### src/rtl/sync_fifo_prog.sv
// Single-clock FIFO with programmable almost-full/almost-empty thresholds,
// occupancy count, sticky overflow/underflow flags and optional FWFT read port.
module sync_fifo_prog #(
   parameter int DATA_WIDTH = 8,
   parameter int DEPTH      = 16,
   parameter int FWFT       = 0,
   localparam int ADDR_W    = $clog2(DEPTH)
) (
   input  logic                  clk,
   input  logic                  rst,
   input  logic                  wr_enb,
   input  logic [DATA_WIDTH-1:0] wr_data,
   input  logic                  rd_enb,
   output logic [DATA_WIDTH-1:0] rd_data,
   output logic                  rd_valid,
   input  logic [ADDR_W:0]       af_level,
   input  logic [ADDR_W:0]       ae_level,
   input  logic                  clr_err,
   output logic [ADDR_W:0]       count,
   output logic                  full,
   output logic                  almost_full,
   output logic                  half_full,
   output logic                  empty,
   output logic                  almost_empty,
   output logic                  overflow,
   output logic                  underflow
);

   localparam logic [ADDR_W:0] DEPTH_C = (ADDR_W+1)'(DEPTH);
   localparam logic [ADDR_W:0] HALF_C  = (ADDR_W+1)'(DEPTH/2);

   logic [DATA_WIDTH-1:0] mem_q [DEPTH];

   logic [ADDR_W:0] wr_ptr_q, wr_ptr_d;
   logic [ADDR_W:0] rd_ptr_q, rd_ptr_d;
   logic [ADDR_W:0] count_q,  count_d;
   logic            overflow_q,  overflow_d;
   logic            underflow_q, underflow_d;
   logic            wr_acc, rd_acc;

   // Flags decode from the registered count; thresholds are live inputs.
   assign count        = count_q;
   assign full         = (count_q == DEPTH_C);
   assign empty        = (count_q == '0);
   assign half_full    = (count_q >= HALF_C);
   assign almost_full  = (count_q >= af_level);
   assign almost_empty = (count_q <= ae_level);
   assign overflow     = overflow_q;
   assign underflow    = underflow_q;

   always_comb begin
      wr_acc      = wr_enb && !full;
      rd_acc      = rd_enb && !empty;
      wr_ptr_d    = wr_ptr_q;
      rd_ptr_d    = rd_ptr_q;
      count_d     = count_q;
      overflow_d  = overflow_q;
      underflow_d = underflow_q;

      if (wr_acc) wr_ptr_d = wr_ptr_q + 1'b1;
      if (rd_acc) rd_ptr_d = rd_ptr_q + 1'b1;

      case ({wr_acc, rd_acc})
         2'b10:   count_d = count_q + 1'b1;
         2'b01:   count_d = count_q - 1'b1;
         default: count_d = count_q;
      endcase

      // A new error event in the same cycle as clr_err keeps the flag set.
      if (wr_enb && full)      overflow_d = 1'b1;
      else if (clr_err)        overflow_d = 1'b0;
      if (rd_enb && empty)     underflow_d = 1'b1;
      else if (clr_err)        underflow_d = 1'b0;
   end

   always_ff @(posedge clk or posedge rst) begin
      if (rst) begin
         wr_ptr_q    <= '0;
         rd_ptr_q    <= '0;
         count_q     <= '0;
         overflow_q  <= 1'b0;
         underflow_q <= 1'b0;
      end else begin
         wr_ptr_q    <= wr_ptr_d;
         rd_ptr_q    <= rd_ptr_d;
         count_q     <= count_d;
         overflow_q  <= overflow_d;
         underflow_q <= underflow_d;
      end
   end

   always_ff @(posedge clk) begin
      if (wr_acc) mem_q[wr_ptr_q[ADDR_W-1:0]] <= wr_data;
   end

   generate
      if (FWFT != 0) begin : g_fwft
         assign rd_data  = mem_q[rd_ptr_q[ADDR_W-1:0]];
         assign rd_valid = !empty;
      end else begin : g_std
         logic [DATA_WIDTH-1:0] rd_data_q, rd_data_d;
         logic                  rd_valid_q, rd_valid_d;

         always_comb begin
            rd_data_d  = rd_data_q;
            rd_valid_d = rd_acc;
            if (rd_acc) rd_data_d = mem_q[rd_ptr_q[ADDR_W-1:0]];
         end

         always_ff @(posedge clk or posedge rst) begin
            if (rst) begin
               rd_data_q  <= '0;
               rd_valid_q <= 1'b0;
            end else begin
               rd_data_q  <= rd_data_d;
               rd_valid_q <= rd_valid_d;
            end
         end

         assign rd_data  = rd_data_q;
         assign rd_valid = rd_valid_q;
      end
   endgenerate

endmodule

### config.mk
export PLATFORM = sky130hd
export DESIGN_NAME = sync_fifo_prog
export DESIGN_NICKNAME = d
export VERILOG_FILES = /design/src/rtl/sync_fifo_prog.sv
export SDC_FILE = /design/constraint.sdc
export NUM_CORES = 1
export LEC_CHECK = 0
export ABC_AREA = 1
export CAP_MARGIN = 20
export CORE_MARGIN = 3
export CORE_UTILIZATION = 54
export DETAILED_ROUTE_END_ITERATION = 7
export GPL_ROUTABILITY_DRIVEN = 0
export HOLD_SLACK_MARGIN = 0.1
export PLACE_DENSITY = 0.8
export REMOVE_ABC_BUFFERS = 1
export SYNTH_ARGS = -nofsm -noshare
export SYNTH_HDL_FRONTEND = slang
export SYNTH_SLANG_ARGS = --single-unit
### constraint.sdc
create_clock -name clk -period 2.95 [get_ports clk]
set_clock_uncertainty 0.05 [all_clocks]
set_input_delay 0.59 -clock clk [delete_from_list [all_inputs] [get_ports clk]]
set_output_delay 0.59 -clock clk [all_outputs]
set_load 0.005 [all_outputs]
; ---- Word level (Yosys, flattened, before mapping)
; Memory sizes are Yosys's and may differ from the RTL's. A register that Yosys moved wholly into a read port is not among the register bits.
; Index checks and enable logic that the tools add are counted.
[totals]
ff_bits = 18
ramBits = 128
inputBits = 23
mem_count = 1
[op_classes]
addsub = 4
order_cmp = 3
eq_ne = 3
mux = 6
reduce_logical = 10
[mem_list]
columns = memory, depth, width, read_ports, rd_clocked_by_memory_dff, wr, line_no
row1 = mem_q, 16, 8, 1, 1, 1, 32  ; logic [DATA_WIDTH-1:0] mem_q [DEPTH];
[op_table]
columns = operator, count
row1 = adder 5 x 1 -> 5 bit (second input constant), 3
row2 = one-hot mux 5 bit (2 select lines), 1
row3 = nonzero test 2 bit, 3
row4 = equality test 5 bit (second input constant), 1
row5 = greater-or-equal comparator 5 x 4 -> 1 bit (second input constant), 1
row6 = greater-or-equal comparator 5 bit, 1
row7 = less-or-equal comparator 5 bit, 1
row8 = logical NOT 5 bit, 1
row9 = 2-to-1 mux 1 bit, 5
row10 = subtractor 5 x 1 -> 5 bit (second input constant), 1
row11 = logical AND 1 bit, 4
row12 = equality test 2 x 1 -> 1 bit (second input constant), 1
row13 = equality test 2 bit (second input constant), 1
row14 = logical NOT 1 bit, 2

; ---- Logic depth before layout (Yosys ltp)
; Gate-level depths: netlist of run 1.
[logic_depth]
word_depth = 5
ltp_mapped = 16
depth_no_buf = 15

; ---- Worst setup path after synthesis of run 1
; Ideal clock, no wire load.
[synth_path]
path_kind = register to register
startpoint = register count_q[0], in the netlist count[0]
endpoint = register count_q[4], in the netlist count[4]
setup_time_ps = 116
arrival_time_ps = 2182
slack_ps = 602
path_stages_with_launch = 15
path_buffers = 1
period_less_slack_ps = 2348
cell_sequence = dfrtp_1 nor4_2 nand2_1 nand2_1 buf_2 ha_1 xor2_1 ha_1 inv_1 nand2_1 nand3_1 nand3_1 nand2_1 nand2_1 nand2_1
[synth_via]
elab_chain_cells = 5
[synth_rtl]
columns = item, line_no
row1 = from (decl), 36  ; logic [ADDR_W:0] count_q, count_d;
row2 = from (signal assigned), 86  ; count_q <= count_d;
row3 = equality test 5 bit or logical NOT 5 bit (tied branches), "43, 44"
row4 = logical NOT 1 bit (on tied branches), "52, 53"
row5 = logical AND 1 bit (on tied branches), "52, 53"
row6 = equality test 2 x 1 -> 1 bit or equality test 2 bit (tied branches), 63  ; case ({wr_acc, rd_acc})
row7 = one-hot mux 5 bit (2 select lines) or nonzero test 2 bit (tied branches), n/a
; Parallel ways exist; a longest one is shown, timed or not.
; A chain may end at the register's enable or synchronous reset.

; ---- Worst setup path after layout of run 1
[layout_path]
startpoint = input port ae_level[4]
endpoint = output port almost_empty
[layout_via]
elab_chain_cells = 1
[layout_rtl]
columns = item, line_no
row1 = from (decl), 17  ; input logic [ADDR_W:0] ae_level,
row2 = less-or-equal comparator 5 bit, 47  ; assign almost_empty = (count_q <= ae_level);
row3 = to (decl), 24  ; output logic almost_empty,
; No other way between the ends.

==> out/metrics.yaml, run 1 <==
finalPower_uw: 8020
drtAntennaViolNets: 0
clk_pin_slew_ps: 60
die_w_um: 120
finalCriticalPeriod_ps: 2710
slew_headroom_pct: 37.5
setup_ws_ps: 245
cts_buffer_depth: 2
clock_latency_ps: 430
dpl.hpwl_um: 10100
postCtsSetupBuffers: 0
numCtsBuffers: 17
fmax_mhz: 370
setup_viol: 0
cts_tree: "yes"
initial_core_util_pct: 55.5
drt_iter0_drc: 553
vias_per_cell: 5.37
tightest_slew_ps: 937
die_h_um: 120
vias: 5188
violations: "DRC"
rsz0062_at_grt: "no"
nNetsFinal: 823
first_pass_iters: 8
cts_resized: 4
synth_area_um2: 7060
ys_seq_area_share_pct: 63.0
htree_levels: 4
crit_fanout: 3
dieArea_um2: 14500
ys_warn_count: 0
final_common_cell: "nand2_1"
drt-total-wl_um: 15900
hold_ws_ps: 429
grt_overflow: 0
finish.utilization_pct: 66.0
maxCapViolCount: 0
startpoint_type: "primary input"
grt_use_total_pct: 23.2
grt_pass1_wl_um: 25700
p_leak_uw: 0.00379
cp-end-kind: "primary output"
syn_inst: 725
clockRootBuffer: "clkbuf_16"
hold_violations: 0
synth.distinct_cells: 28
post-route-period-util_pct: 91.7
hp-class: "flop to flop"
slew_viol_final: 0
io_pins: 44
core_area_um2: 12700
crit_type: "primary input to primary output"
fillerInstances: 911
layout_common_cells: "nand2_1 (242), inv_1 (129), edfxtp_1 (128)"
io_buffers: 43
p_per_area_nw_per_um2: 956
wl_per_cell_um: 16.4
rows: 41
hold_buffers: 0
syn_to_final_growth_pct: 18.9
syn_area_per_cell_um2: 9.73
antenna_found_initial: 0
dp_slack_ps: -142
final.setup.tns_ps: 0
vdd.ir_drop.worst_mv: 0.475
ys_ff_latch: 152
status: "finished with violations"
cp.required_ps: 2310
grt_pass1_vias: 5265
drive_above_1_share_pct: 7.92
antennaDiodeCount: 0
critPathArrivalTime_ps: 2070
grt_max_degree: 68
drc: 1
cts_sinks: 152
==> Yosys cell counts <==
| library cell | number | area [µm²] |
|---|---|---|
| buf_2 | 16 | 80.1 |
| or2_2 | 1 | 6.26 |
| buf_6 | 1 | 11.3 |
| nor2_1 | 2 | 7.51 |
| nand4_1 | 1 | 6.26 |
| buf_1 | 2 | 7.51 |
| nand3_1 | 103 | 515 |
| o311ai_0 | 1 | 8.76 |
| ha_1 | 18 | 225 |
| buf_4 | 8 | 60.1 |
| edfxtp_1 | 128 | 3840 |
| o21ai_0 | 8 | 40.0 |
| nand2_1 | 242 | 908 |
| xor2_1 | 5 | 43.8 |
| inv_1 | 129 | 484 |
| nand2_2 | 1 | 6.26 |
| nor4_2 | 1 | 12.5 |
| nand3b_1 | 1 | 7.51 |
| nor3_1 | 17 | 85.1 |
| o21a_1 | 1 | 7.51 |
| clkbuf_1 | 2 | 7.51 |
| dfrtp_1 | 24 | 601 |
| a21boi_0 | 1 | 7.51 |
| inv_2 | 2 | 7.51 |
| xnor2_1 | 4 | 35.0 |
| a21oi_1 | 4 | 20.0 |
| clkinv_1 | 1 | 3.75 |
| o22ai_1 | 1 | 6.26 |
==> cells by family (layout without fill, tap and decap cells) <==
logic type	after synthesis	after routing	share of synthesized area [%]
adder cells (fa/ha/maj)	18	18	3.19
flip-flops	152	152	63.0
AND/OR/NAND/NOR	369	369	22.0
XOR/XNOR	9	9	1.12
buffers and inverters	161	231	9.38
AO/OA/AOI/OAI	16	16	1.28
==> power by group <==
group          internal [µW]  switching (µW)  total, µW  leakage [µW]
clock                   1450             927       2380      0.000318
sequential              2630             250       2880       0.00145
combinational           1010            1740       2750       0.00201
==> state kept, by name, summed over array words and instances, names as in the netlist <==
name / flops
rd_data: 8
rd_ptr_q: 4
mem_q: 128
underflow: 1
rd_valid: 1
wr_ptr_q: 4
count: 5
overflow: 1
==> layout make-up <==
type,count,area (µm²),share of cell area (%)
multi-input cells,412,1950,23.3
inverters,132,495,5.91
well taps,172,215,2.56
flip-flops and latches,152,4450,53.0
clock buffers,17,425,5.07
repair buffers,67,621,7.40
clock inverters,15,235,2.80
==> critical path, stage by stage <==
cell,delay [ps]
clkdlybuf4s50_1,450
inv_1,40
ha_1,300
nand2_1,100
o21ai_0,220
o22ai_1,100
dlygate4sd2_1,270
==> per-stage QoR <==
step | instances | area [µm²]
after CTS | 967 | 8390
after floorplan | 696 | 6890
after detailed placement | 935 | 7730
after global placement | 935 | 7730
final | 967 | 8390
after global routing | 967 | 8390
==> final timing paths <==
kind	from	cells after the start	slack, ps	to
worst max-delay path	ae_level[4]	7	240	almost_empty
worst min-delay path	rd_data[2]$_DFFE_PP0P_	2	430	rd_data[2]$_DFFE_PP0P_
worst max register to register	count[0]$_DFFE_PP0P_	14	500	count[4]$_DFFE_PP0P_
worst min register to register	rd_data[2]$_DFFE_PP0P_	2	430	rd_data[2]$_DFFE_PP0P_
max in group asynchronous	rst	2	1580	rd_ptr_q[0]$_DFFE_PP0P_
min in group asynchronous	rst	2	630	count[3]$_DFFE_PP0P_
==> layer usage <==
metal,routed length (µm),global-route usage [%],part of all wire [%]
met5,0,0,0
met4,427,9.77,2.7
met3,1380,6.36,8.7
met2,8020,40.2,51
met1,6030,27.2,38
(Power assumes the default switching activity.)
==> inputs of run 2 (changes only) <==
--- a/config.mk
+++ b/config.mk
@@ -9,6 +9,7 @@
 export CAP_MARGIN = 20
 export CORE_MARGIN = 3
 export CORE_UTILIZATION = 54
+export CTS_BUF_LIST = sky130_fd_sc_hd__clkbuf_2
 export DETAILED_ROUTE_END_ITERATION = 7
 export GPL_ROUTABILITY_DRIVEN = 0
 export HOLD_SLACK_MARGIN = 0.1
==> out/metrics.yaml, run 2 (same netlist as run 1, synthesis figures left out) <==
first_pass_iters: 8
clock_latency_ps: 720
slew_viol_final: 0
cp_slowest_stage_delay_ps: 470
p_sw_share_pct: 39.7
grt_pass1_vias: 5193
status: "complete, no violations"
io_buffers: 43
antenna_found_initial: 0
antennaDiodeCount: 0
clk_pin_slew_ps: 240
die_w_um: 120
hp-class: "primary input to asynchronous set/reset pin"
io_pins: 44
regArea_um2: 4450
r2r_end: "count[4]$_DFFE_PP0P_"
grt_overflow: 0
multi_input_area_um2: 2010
endpoint: "almost_empty"
nNetsFinal: 829
p_per_area_nw_per_um2: 878
p_seq_share_pct: 39.9
p_leak_uw: 0.00371
pwr-share-clk_pct: 19.7
grt_max_degree: 68
setup_ws_ps: 83.9
syn_to_final_growth_pct: 15.8
die_h_um: 120
grt_pass1_wl_um: 25500
finalCriticalPeriod_ps: 2870
hold_violations: 0
post-route-period-util_pct: 97.2
startpoint_type: "flop"
fmax_mhz: 349
p_sw_uw: 2840
grt_use_total_pct: 22.7
vdd.ir_drop.worst_mv: 0.381
final_common_cell: "nand2_1"
core_area_um2: 12700
numCtsBuffers: 17
crit_fanout: 3
rows: 41
dpl.hpwl_um: 10100
slew_headroom_pct: 35.6
slowest_stage: "dfrtp_2"
final_cell_count_no_fill: 973
intPower_uw: 4330
cp-startpoint: "count[4]$_DFFE_PP0P_"
dp_slack_ps: -142
cts_buffer_depth: 2
cp-end-kind: "primary output"
crit_type: "flop to primary output"
path_delay_family: "flip-flops"
rrSetupSlack_ps: 430
worst-path-buf-inv: 1
cp.depth: 5
combPwrFrac_pct: 40.5
fillerInstances: 967
clockRootBuffer: "clkbuf_2"
worst_r2r_path_depth: 16
reg2reg_from: "count[1]$_DFFE_PP0P_"
vias: 5184
drt-total-wl_um: 15800
vias_per_cell: 5.33
htree_levels: 4
initial_core_util_pct: 55.5
drive_above_1_share_pct: 9.99
drc: 0
dp_cells: 935
layout_common_cells: "nand2_1 (242), inv_1 (128), edfxtp_1 (128)"
dieArea_um2: 14500
cts_tree: "yes"
tightest_slew_ps: 965
path_cells: "ha_1, nand2_1, nor3_1, o22ai_1, dlygate4sd2_1"
largest_reg_flops: 128
critPathArrivalTime_ps: 2230
maxCapViolCount: 0
drt_iter0_drc: 429
cts_sinks: 152
wl_per_cell_um: 16.3
hold_buffers: 0
setup_viol: 0
drtAntennaViolNets: 0
cp.required_ps: 2310
==> run 2: cell type report <==
cell class                 instances  share of cell area, %
sequential                       152                   54.5
multi-input combinational        412                   24.6
timing repair buffer              73                   8.26
inverter                         132                   6.07
clock inverter                    15                   2.88
tap                              172                   2.63
clock buffer                      17                   1.04
==> run 2: how the worst min path moves through the flow <==
stage / from / end / depth (start not counted)
final: rst / rd_data[6]$_DFFE_PP0P_ / 2
after floorplan: rd_data[0]$_DFFE_PP0P_ / rd_data[0]$_DFFE_PP0P_ / 2
after detailed placement: rd_data[2]$_DFFE_PP0P_ / rd_data[2]$_DFFE_PP0P_ / 2
after global placement: rd_data[5]$_DFFE_PP0P_ / rd_data[5]$_DFFE_PP0P_ / 2
after CTS: rst / rd_data[0]$_DFFE_PP0P_ / 2
after global routing: rst / rd_data[7]$_DFFE_PP0P_ / 2
==> run 2: routing by layer <==
layer	up-vias	global-route usage (%)	part of all wire [%]
met4	0	9.28	2.5
met2	253	39.1	50
li1	2446	-	-
met1	2444	28.1	40
met5	-	0	0
met3	41	4.58	7.9
==> run 2: power groups by stage <==
stage	sequential [µW]	clock, µW	combinational (µW)
floorplan	2990	0	1500
global placement	2910	0	2560
detailed placement	2920	0	2680
CTS	2840	1430	2830
global route	2890	1510	3210
finish	2860	1410	2900
==> run 2: through the flow <==
| step | hold slack [ps] | TNS [ps] | total power, µW | area [µm²] | utilization (%) |
|---|---|---|---|---|---|
| 2_1_floorplan | 422 | 0 | 4500 | 6890 | - |
| 3_3_place_gp | 412 | -24.8 | 5470 | 7730 | 60.7 |
| 3_5_place_dp | 415 | -142 | 5600 | 7730 | 60.7 |
| 4_1_cts | 287 | 0 | 7100 | 8130 | 63.9 |
| 5_1_grt | 332 | -9.15 | 7620 | 8170 | 64.2 |
| 6_report | 313 | 0 | 7170 | 8170 | 64.2 |
==> run 2: repair_timing <==
| item | CTS | global route |
|---|---|---|
| endpoints found under the setup margin | 3 | 3 |
| gates resized for setup | 11 | 8 |
| buffers inserted | 6 | 0 |
| pin swaps | 1 | 2 |
